<file path="src/rtl/qpsk_frame_sync_if.sv">
// qpsk_frame_sync_if -- symbol-in / byte-out stream bundle for the QPSK deframer.
//   dibit       demodulated symbol, dibit[1] is the earlier bit
//   dibit_vld   dibit qualifier, one dibit per high cycle
//   data_tdata  payload byte, first dibit in [7:6]
//   data_tvalid one-cycle pulse per byte, no backpressure
//   data_tuser  first byte of a frame
//   data_tlast  last byte of a frame
// master: demodulator/consumer side; slave: the deframer.
interface qpsk_frame_sync_if;
   logic [1:0] dibit;
   logic       dibit_vld;
   logic [7:0] data_tdata;
   logic       data_tvalid;
   logic       data_tuser;
   logic       data_tlast;

   modport master (output dibit, dibit_vld,
                   input  data_tdata, data_tvalid, data_tuser, data_tlast);
   modport slave  (input  dibit, dibit_vld,
                   output data_tdata, data_tvalid, data_tuser, data_tlast);
endinterface

</file>
<file path="src/rtl/qpsk_frame_sync.sv">
// qpsk_frame_sync -- receive-side QPSK deframer.
// Hunts for SYNC_WORD in the hard-decision dibit stream (up to MAX_ERR bit errors),
// then derotates and packs PAYLOAD_BYTES bytes onto the output stream.
// Optional feature macro: PHASE_RESOLVE_EN -- when defined, all four carrier-phase
// rotations of the sync word are tried and the payload is derotated by the matched k;
// otherwise only the unrotated sync is accepted and rot is tied to 0.
// Ports:
//   clk_1M024    symbol clock
//   rst_n_1M024  asynchronous reset, active low
//   en           block enable; low behaves like reset
//   s            stream bundle (slave modport)
//   locked       high while receiving payload
//   rot          rotation index of the matched sync
//   frame_cnt    completed frames, saturating
module qpsk_frame_sync #(
   parameter logic [31:0] SYNC_WORD     = 32'h1ACFFC1D,
   parameter int          PAYLOAD_BYTES = 16,
   parameter int          MAX_ERR       = 2
) (
   input  logic                 clk_1M024,
   input  logic                 rst_n_1M024,
   input  logic                 en,
   qpsk_frame_sync_if.slave     s,
   output logic                 locked,
   output logic [1:0]           rot,
   output logic [15:0]          frame_cnt
);
`ifdef PHASE_RESOLVE_EN
   localparam int NCAND = 4;
`else
   localparam int NCAND = 1;
`endif
   localparam logic [7:0] LAST = 8'(PAYLOAD_BYTES - 1);

   typedef enum logic {HUNT, PAYLOAD} state_t;

   // One quarter-turn of the carrier: R(b1,b0) = (b0,~b1)
   function automatic logic [1:0] rot_fwd(input logic [1:0] d);
      return {d[0], ~d[1]};
   endfunction

   function automatic logic [31:0] cand_word(input int k);
      logic [31:0] w;
      w = SYNC_WORD;
      for (int r = 0; r < k; r++)
         for (int i = 0; i < 16; i++)
            w[2*i +: 2] = rot_fwd(w[2*i +: 2]);
      return w;
   endfunction

   state_t      state;
   logic [29:0] hist;      // last 15 dibits; the current dibit completes the window
   logic [31:0] window;
   logic [5:0]  part;      // earlier dibits of the byte being packed
   logic [1:0]  dcnt;
   logic [7:0]  bcnt;
   logic [1:0]  dr;        // derotated dibit
   logic        hit;

   assign window = {hist, s.dibit};

`ifdef PHASE_RESOLVE_EN
   logic [1:0] hit_k;
   logic [1:0] rot_r;

   // Inverse quarter-turn: R'(b1,b0) = (~b0,b1)
   function automatic logic [1:0] rot_inv(input logic [1:0] d);
      return {~d[0], d[1]};
   endfunction

   // Descending scan so the lowest matching k wins.
   always_comb begin
      hit   = 1'b0;
      hit_k = 2'd0;
      for (int k = NCAND - 1; k >= 0; k--)
         if ($countones(window ^ cand_word(k)) <= MAX_ERR) begin
            hit   = 1'b1;
            hit_k = 2'(k);
         end
   end

   always_comb begin
      dr = s.dibit;
      for (int i = 0; i < 3; i++)
         if (i < int'(rot_r)) dr = rot_inv(dr);
   end

   assign rot = rot_r;
`else
   always_comb begin
      hit = 1'b0;
      for (int k = 0; k < NCAND; k++)
         if ($countones(window ^ cand_word(k)) <= MAX_ERR) hit = 1'b1;
   end

   assign dr  = s.dibit;
   assign rot = 2'b00;
`endif

   always_ff @(posedge clk_1M024 or negedge rst_n_1M024) begin
      if (!rst_n_1M024) begin
         state         <= HUNT;
         hist          <= '0;
         part          <= '0;
         dcnt          <= '0;
         bcnt          <= '0;
         locked        <= 1'b0;
         frame_cnt     <= '0;
         s.data_tdata  <= '0;
         s.data_tvalid <= 1'b0;
         s.data_tuser  <= 1'b0;
         s.data_tlast  <= 1'b0;
`ifdef PHASE_RESOLVE_EN
         rot_r         <= 2'd0;
`endif
      end else if (!en) begin
         state         <= HUNT;
         hist          <= '0;
         part          <= '0;
         dcnt          <= '0;
         bcnt          <= '0;
         locked        <= 1'b0;
         frame_cnt     <= '0;
         s.data_tdata  <= '0;
         s.data_tvalid <= 1'b0;
         s.data_tuser  <= 1'b0;
         s.data_tlast  <= 1'b0;
`ifdef PHASE_RESOLVE_EN
         rot_r         <= 2'd0;
`endif
      end else begin
         // Byte strobes are single-cycle regardless of dibit_vld.
         s.data_tvalid <= 1'b0;
         s.data_tuser  <= 1'b0;
         s.data_tlast  <= 1'b0;
         if (s.dibit_vld) begin
            case (state)
               HUNT: begin
                  hist <= window[29:0];
                  if (hit) begin
                     state  <= PAYLOAD;
                     locked <= 1'b1;
                     dcnt   <= '0;
                     bcnt   <= '0;
`ifdef PHASE_RESOLVE_EN
                     rot_r  <= hit_k;
`endif
                  end
               end
               PAYLOAD: begin
                  dcnt <= dcnt + 2'd1;
                  part <= {part[3:0], dr};
                  if (dcnt == 2'd3) begin
                     s.data_tdata  <= {part, dr};
                     s.data_tvalid <= 1'b1;
                     s.data_tuser  <= (bcnt == 8'd0);
                     s.data_tlast  <= (bcnt == LAST);
                     bcnt          <= bcnt + 8'd1;
                     if (bcnt == LAST) begin
                        // Next sync must arrive in full: history restarts from zero.
                        state  <= HUNT;
                        locked <= 1'b0;
                        hist   <= '0;
                        if (frame_cnt != 16'hFFFF) frame_cnt <= frame_cnt + 16'd1;
                     end
                  end
               end
               default: state <= HUNT;
            endcase
         end
      end
   end
endmodule

</file>
<file path="src/flat_wrapper.sv">
// flat-port wrapper written by rule: the top's interface ports become plain ports
module qpsk_frame_sync_flat 
#(
   parameter logic [31:0] SYNC_WORD     = 32'h1ACFFC1D,
   parameter int          PAYLOAD_BYTES = 16,
   parameter int          MAX_ERR       = 2
)
  (clk_1M024, rst_n_1M024, en, locked, rot, frame_cnt, s_dibit, s_dibit_vld, s_data_tdata, s_data_tvalid, s_data_tuser, s_data_tlast);
  qpsk_frame_sync_if s_i ();
  input  logic clk_1M024;
  input  logic rst_n_1M024;
  input  logic en;
  output logic locked;
  output logic [1:0] rot;
  output logic [15:0] frame_cnt;
  input wire logic [$bits(s_i.dibit)-1:0] s_dibit;
  input wire logic [$bits(s_i.dibit_vld)-1:0] s_dibit_vld;
  output wire logic [$bits(s_i.data_tdata)-1:0] s_data_tdata;
  output wire logic [$bits(s_i.data_tvalid)-1:0] s_data_tvalid;
  output wire logic [$bits(s_i.data_tuser)-1:0] s_data_tuser;
  output wire logic [$bits(s_i.data_tlast)-1:0] s_data_tlast;
  assign s_i.dibit = s_dibit;
  assign s_i.dibit_vld = s_dibit_vld;
  assign s_data_tdata = s_i.data_tdata;
  assign s_data_tvalid = s_i.data_tvalid;
  assign s_data_tuser = s_i.data_tuser;
  assign s_data_tlast = s_i.data_tlast;
  qpsk_frame_sync #(.SYNC_WORD(SYNC_WORD), .PAYLOAD_BYTES(PAYLOAD_BYTES), .MAX_ERR(MAX_ERR)) u_core (.clk_1M024(clk_1M024), .rst_n_1M024(rst_n_1M024), .en(en), .s(s_i), .locked(locked), .rot(rot), .frame_cnt(frame_cnt));
endmodule
</file>
<file path="config.mk">
export PLATFORM = sky130hd
export DESIGN_NAME = qpsk_frame_sync_flat
export DESIGN_NICKNAME = d
export VERILOG_FILES = /design/src/rtl/qpsk_frame_sync_if.sv /design/src/rtl/qpsk_frame_sync.sv /design/src/flat_wrapper.sv
export SDC_FILE = /design/constraint.sdc
export NUM_CORES = 1
export LEC_CHECK = 0
export CORE_ASPECT_RATIO = 0.75
export CORE_MARGIN = 8
export CORE_UTILIZATION = 45
export CTS_CLUSTER_DIAMETER = 40
export DETAILED_ROUTE_END_ITERATION = 8
export GPL_ROUTABILITY_DRIVEN = 0
export SYNTH_ARGS = -nofsm -noshare
export SYNTH_HDL_FRONTEND = slang
export SYNTH_SLANG_ARGS = --single-unit
</file>
<file path="constraint.sdc">
create_clock -name clk_1M024 -period 11.7 [get_ports clk_1M024]
set_input_delay 2.34 -clock clk_1M024 [delete_from_list [all_inputs] [get_ports clk_1M024]]
set_output_delay 2.34 -clock clk_1M024 [all_outputs]
set_load 0.02 [all_outputs]
</file>
==> run_results.csv, run 1 <==
group,metric,value,unit
cts,ctsResizeCount,0,
worst_hold_path,hold_path_class,"flop to flop",
sta,timing.fmax,0.132,GHz
die,ioPinCount,36,
detailed_routing,ant_nets,0,
worst_hold_path,hp-start,"u_core.s.data_tdata[3]",
die,core.rowCount,32,
sta,hold_viol,0,
sta,setup_viol,0,
setup_path,start_kind,"input pin",
setup_path,reg2reg_depth,17,
sta,skew,9.01,ps
sta,timing.hold.ws,479,ps
worst_hold_path,min_path_cells,2,
grt,top_usage_layer,"met2",
cts,cts_setup_buffers,0,
grt,met2_usage,22.2,%
logic_synthesis,ys_seq_area_share,38.9,%
setup_path,r2r_start,"u_core.hist[20]",
setup_path,critPathKind,"input pin to flop",
sta,rsz0062_at_grt,"no",
grt,grt_util_all_layers,15.4,%
run,maxCapViolations,0,
die,initial_utilization,46.5,%
pwr,worst_ir_drop_vdd,0.0791,mV
logic_synthesis,synthFlopType,"dfrtp_1",
setup_path,r2r-end,"u_core.bcnt[0]",
pwr,combPwrFrac,27.6,%
sta,period_share,64.6,%
cts,clockBufferDepth,2,
sta,tns,0,ps
cts,h-tree-depth,3,
detailed_routing,vias,3467,
logic_synthesis,synth_top_family_by_area,"adder cells",
cts,clock_sinks,75,
grt,antenna_found_initial,0,
finish,finish.utilization,54.2,%
grt,grtUsageMet3,4.46,%
pwr,p_sw_share,31.3,%
logic_synthesis,synth.distinct_cells,51,
finish,drive_gt1_share,5.66,%
setup_path,crit_fanout,10,
die,coreArea,10400,sq um
pwr,pwr-share-clk,39.2,%
grt,grt_pass1_vias,3580,
cts,numCtsBuffers,9,
logic_synthesis,synthAdderAreaFrac,18.0,%
die,die_w,136,microns
pwr,leakagePower,0.00251,uW
logic_synthesis,yosys_warnings,0,
finish,layout_common_cells,"dfrtp_1 (75), inv_1 (71), nand2_1 (48)",
pwr,intPower,580,uW
placed_design,io_buffers,33,
logic_synthesis,synth-simple-area-share,17.9,%
logic_synthesis,synth-seq-cells,75,
cts,hold_buffers,0,
cts,insertion_delay,340,ps
pwr,p_sw,264,uW
detailed_routing,drt_first_pass_iters,4,
pwr,power,844,uW
finish,diodes,0,
die,die_y,106,microns
detailed_routing,wl_per_cell,16.1,microns
detailed_routing,drt_iter0_drc,212,
setup_path,startpoint,"s_dibit[0]",
logic_synthesis,synth-xor-area-share,0.363,%
sta,slew_headroom,26.4,%
setup_path,rrSetupSlack,6250,ps
grt,grt_pass1_wl,18000,microns
sta,min_period,7560,ps
die,dieArea,14300,sq um
setup_path,worstPathArrival,7740,ps
grt,grt_overflow,0,
logic_synthesis,syn-cell-area,4830,sq um
cts,ctsRootBufferMaster,"clkbuf_16",
logic_synthesis,postSynth.asyncResetShare,100,%
logic_synthesis,synth_mux_area_share,6.87,%
detailed_routing,avgViaCountPerCell,5.35,
cts,path_clk_slew,60,ps
logic_synthesis,synth-edff-count,0,
grt,grt_max_degree,76,
logic_synthesis,avgSynthCellArea,10.0,sq um
sta,drv_slew,0,
pwr,seqPwrFrac,33.2,%
detailed_routing,wirelength,10400,microns
finish,layout_commonest_cell,"dfrtp_1",
logic_synthesis,syn_inst,481,
grt,use_met1,22.2,%
logic_synthesis,synth_compound_area_share,10.2,%
finish,nets,567,
outcome,status,"completed",
placed_design,place_hpwl,7060,microns
sta,worst_pin_slew,1100,ps
cts,cts_tree,"built",
setup_path,critPathCaptureType,"flop",
pwr,powerDensity,150,nW/um^2
finish,syn2layout_area_growth,16.5,%
detailed_routing,drc,0,
worst_hold_path,hold_end,"u_core.s.data_tdata[3]",
setup_path,cp.required,11880,ps
## critical path, stage by stage
cell             delay (ps)
clkdlybuf4s50_1         490
inv_1                    80
ha_1                    300
inv_1                    60
fa_1                    510
fa_1                    460
fa_1                    500
fa_1                    540
inv_1                    50
fa_1                    480
ha_1                    240
fa_1                    450
nor4_1                  250
o211ai_1                190
o21ai_1                 610
a31oi_1                 190
## routing by layer
metal	part of all wire, %	routed length [microns]
met1	51	5280
met2	44	4560
met3	4.7	487
met4	0.77	80
met5	0	0
## worst max-delay path by stage
stage / end / slack (ps)
4_1_cts: u_core.bcnt[0] / 4120
6_report: u_core.bcnt[0] / 4140
2_1_floorplan: u_core.bcnt[7] / 4850
3_3_place_gp: u_core.bcnt[7] / 3960
5_1_grt: u_core.bcnt[0] / 3830
3_5_place_dp: u_core.bcnt[0] / 3800
## power groups by stage
stage	combinational, uW	sequential [uW]	clock (uW)
6_report	233	280	331
5_1_grt	270	282	346
4_1_cts	238	280	337
3_5_place_dp	236	285	0
3_3_place_gp	227	285	0
2_1_floorplan	163	291	0
## flip-flops by register name, summed over array words and instances, names as in the netlist
register / cells
u_core.bcnt: 8
u_core.dcnt: 2
u_core.frame_cnt: 16
u_core.hist: 30
u_core.locked: 1
u_core.part: 6
u_core.s.data_tdata: 8
u_core.s.data_tlast: 1
u_core.s.data_tuser: 1
u_core.s.data_tvalid: 1
u_core.state: 1
## cells in the mapped netlist, types with 4 or more instances
| library cell | count | area share, % |
|---|---|---|
| nor4b_1 | 8 | 1.5 |
| a2111oi_0 | 4 | 0.73 |
| o21ai_0 | 23 | 2.4 |
| nor2_1 | 8 | 0.62 |
| a21oi_1 | 9 | 0.93 |
| fa_1 | 26 | 11 |
| and3_1 | 4 | 0.52 |
| inv_1 | 71 | 5.5 |
| nand2b_1 | 10 | 1.3 |
| nand3b_1 | 6 | 0.93 |
| nor4_1 | 4 | 0.52 |
| nand3_1 | 8 | 0.83 |
| and4_1 | 4 | 0.73 |
| a31oi_1 | 6 | 0.78 |
| dfrtp_1 | 75 | 39 |
| ha_1 | 28 | 7.3 |
| nand2_1 | 48 | 3.7 |
| nor3_1 | 4 | 0.41 |
| mux2i_1 | 32 | 6.6 |
| and4b_1 | 6 | 1.2 |
| or3_1 | 14 | 1.8 |
| clkbuf_1 | 18 | 1.4 |
| nand4_1 | 8 | 1.0 |
| a21o_1 | 12 | 1.9 |
| buf_2 | 4 | 0.41 |
## layout make-up
type	count	area [sq um]
flip-flops and latches	75	1880
well taps	136	170
clock buffers	11	243
repair buffers	38	365
clock inverters	5	108
multi-input cells	311	2590
inverters	72	270
fillers	940	4750
## through the flow
step           worst slack, ps  cell area (sq um)  std cells
4_1_cts                   4120               5620        648
6_report                  4140               5620        648
5_1_grt                   3830               5620        648
3_5_place_dp              3800               5270        632
2_1_floorplan             4850               4830        482
3_3_place_gp              3960               5270        632
## cell families (layout without fill, tap and decap cells)
group	after synthesis	in the layout
buffers and inverters	96	126
AND/OR/NAND/NOR	147	147
AO/OA/AOI/OAI	73	73
XOR/XNOR	2	2
other	1	2
adder cells (fa/ha/maj)	54	54
multiplexers	33	33
flip-flops	75	75
No activity file was read; power rests on OpenSTA's default activity.
==> run 2, diff against run 1 <==
--- a/config.mk
+++ b/config.mk
@@ -11,6 +11,7 @@
 export CTS_CLUSTER_DIAMETER = 40
 export DETAILED_ROUTE_END_ITERATION = 8
 export GPL_ROUTABILITY_DRIVEN = 0
+export PLACE_DENSITY = 0.66
 export SYNTH_ARGS = -nofsm -noshare
 export SYNTH_HDL_FRONTEND = slang
 export SYNTH_SLANG_ARGS = --single-unit
==> constraint.sdc (replaced) <==
create_clock -name clk_1M024 -period 6.5 [get_ports clk_1M024]
set_input_delay 1.3 -clock clk_1M024 [delete_from_list [all_inputs] [get_ports clk_1M024]]
set_output_delay 1.3 -clock clk_1M024 [all_outputs]
set_load 0.02 [all_outputs]
==> run 2 against run 1 <==
Via count up 0.78%. Final cell count rose by 0.15%. Routed wire length fell by 3.2%. Clock-buffer cell count shrank 1. Critical path type unchanged. Largest power group unchanged. Highest routed layer unchanged.
==> run_results.csv, run 2 (synthesized netlist as in run 1, its figures left out) <==
group,metric,value,unit
finish,syn2layout_area_growth,17.2,%
sta,worst_pin_slew,1090,ps
grt,grt_pass1_vias,3570,
die,coreArea,10400,sq um
pwr,powerDensity,273,nW/um^2
cts,insertion_delay,340,ps
cts,numCtsBuffers,9,
setup_path,critPathCaptureType,"flop",
die,dieArea,14300,sq um
setup_path,start_kind,"input pin",
sta,timing.fmax,0.163,GHz
sta,drv_slew,0,
finish,largest_reg_flops,30,
placed_design,io_buffers,33,
pwr,leakagePower,0.00253,uW
detailed_routing,drt_first_pass_iters,5,
detailed_routing,drc,0,
die,die_w,136,microns
setup_path,critPathKind,"input pin to flop",
cts,clockBufferDepth,2,
sta,hold_viol,0,
setup_path,cpMostUsedCell,"fa_1",
cts,hold_buffers,0,
setup_path,max_stage_delay,550,ps
sta,fin_ws,353,ps
worst_hold_path,hold_path_class,"flop to flop",
grt,grt_max_degree,76,
sta,skew,7.36,ps
setup_path,cp.required,6700,ps
setup_path,worstPathArrival,6350,ps
finish,drive_gt1_share,6.04,%
placed_design,place_hpwl,7140,microns
sta,slew_headroom,27.5,%
setup_path,cp_slowest_cell,"fa_1",
finish,diodes,0,
grt,grt_util_all_layers,15.0,%
detailed_routing,ant_nets,0,
setup_path,crit_fanout,10,
finish,nets,568,
finish,layout_common_cells,"dfrtp_1 (75), inv_1 (71), nand2_1 (48)",
sta,min_period,6150,ps
sta,rsz0062_at_grt,"no",
die,initial_utilization,46.5,%
finish,top_regs,"u_core.hist x30, u_core.frame_cnt x16",
sta,setup_viol,0,
sta,timing.hold.ws,482,ps
die,core.rowCount,32,
detailed_routing,drt_iter0_drc,248,
cts,h-tree-depth,3,
finish,largest_register,"u_core.hist",
grt,grt_overflow,0,
outcome,status,"completed",
grt,grt_pass1_wl,17500,microns
setup_path,critical_path.cell_chain,"clkdlybuf4s50_1 > inv_1 > ha_1 > inv_1 > fa_1 > fa_1 > fa_1 > fa_1 > inv_1 > fa_1 > ha_1 > fa_1 > nor4_1 > o211ai_1 > o21ai_1 > buf_4 > o221ai_1",
cts,clock_sinks,75,
placed_design,pre_cts_ws,-26.7,ps
finish,layout_commonest_cell,"dfrtp_1",
sta,period_share,94.6,%
detailed_routing,wl_per_cell,15.5,microns
pwr,worst_ir_drop_vdd,0.179,mV
cts,cts_tree,"built",
cts,cts_setup_buffers,0,
cts,path_clk_slew,60,ps
die,ioPinCount,36,
die,die_y,106,microns
detailed_routing,vias,3494,
cts,ctsRootBufferMaster,"clkbuf_16",
cts,ctsResizeCount,0,
detailed_routing,wirelength,10100,microns
grt,antenna_found_initial,0,
detailed_routing,avgViaCountPerCell,5.38,
run,maxCapViolations,0,
## run 2: cell count changes in the layout (fill, tap and decap cells not counted)
cell | previous run | this run
clkinvlp_4 | 0 | 1
buf_4 | 6 | 7
inv_6 | 2 | 0
bufinv_16 | 3 | 4
clkinv_4 | 0 | 1
clkbuf_1 | 1 | 0
## run 2: worst max-delay path, delay by kind of cell
kind | cells | cell delay, ps
AO/OA/AOI/OAI | 3 | 480
adder cells (fa/ha/maj) | 8 | 3460
buffers and inverters | 5 | 840
AND/OR/NAND/NOR | 1 | 250
## run 2: through the flow
stage	util, %	std cells	instance area (sq um)	setup TNS (ps)	total power (uW)
detailed placement	50.9	633	5280	-26.9	936
global placement	50.9	633	5280	0	920
global route	54.5	649	5660	0	1640
finish	54.5	649	5660	0	1540
CTS	54.5	649	5660	0	1560
floorplan	-	482	4830	0	817
## run 2: layer usage
layer	GRT usage [%]	share of wire, %	vias up
li1	-	-	1693
met1	20.9	49	1740
met2	22.3	45	51
met3	4.22	4.3	10
met4	4.27	1.1	0
met5	0	0	-
## run 2: final cells by class
| cell class | instances | area (sq um) |
|---|---|---|
| fill | 941 | 4710 |
| multi-input combinational | 311 | 2590 |
| sequential | 75 | 1880 |
| timing repair buffer | 39 | 373 |
| inverter | 72 | 270 |
| clock buffer | 10 | 239 |
| tap | 136 | 170 |
| clock inverter | 6 | 136 |
## run 2: final timing paths
kind | start | endpoint | slack [ps] | cells after the start
setup / recovery | s_dibit[0] | u_core.bcnt[7] | 350 | 17
hold / removal | u_core.s.data_tdata[1] | u_core.s.data_tdata[1] | 480 | 2
setup reg to reg | u_core.hist[20] | u_core.bcnt[7] | 1360 | 18
hold reg to reg | u_core.s.data_tdata[1] | u_core.s.data_tdata[1] | 480 | 2
max in group asynchronous | rst_n_1M024 | u_core.hist[6] | 4780 | 1
min in group asynchronous | rst_n_1M024 | u_core.hist[18] | 1110 | 1
## run 2: power by group
group | switching [uW] | internal [uW] | total, uW
Clock | 196 | 425 | 621
Combinational | 239 | 168 | 407
Sequential | 26.1 | 489 | 515
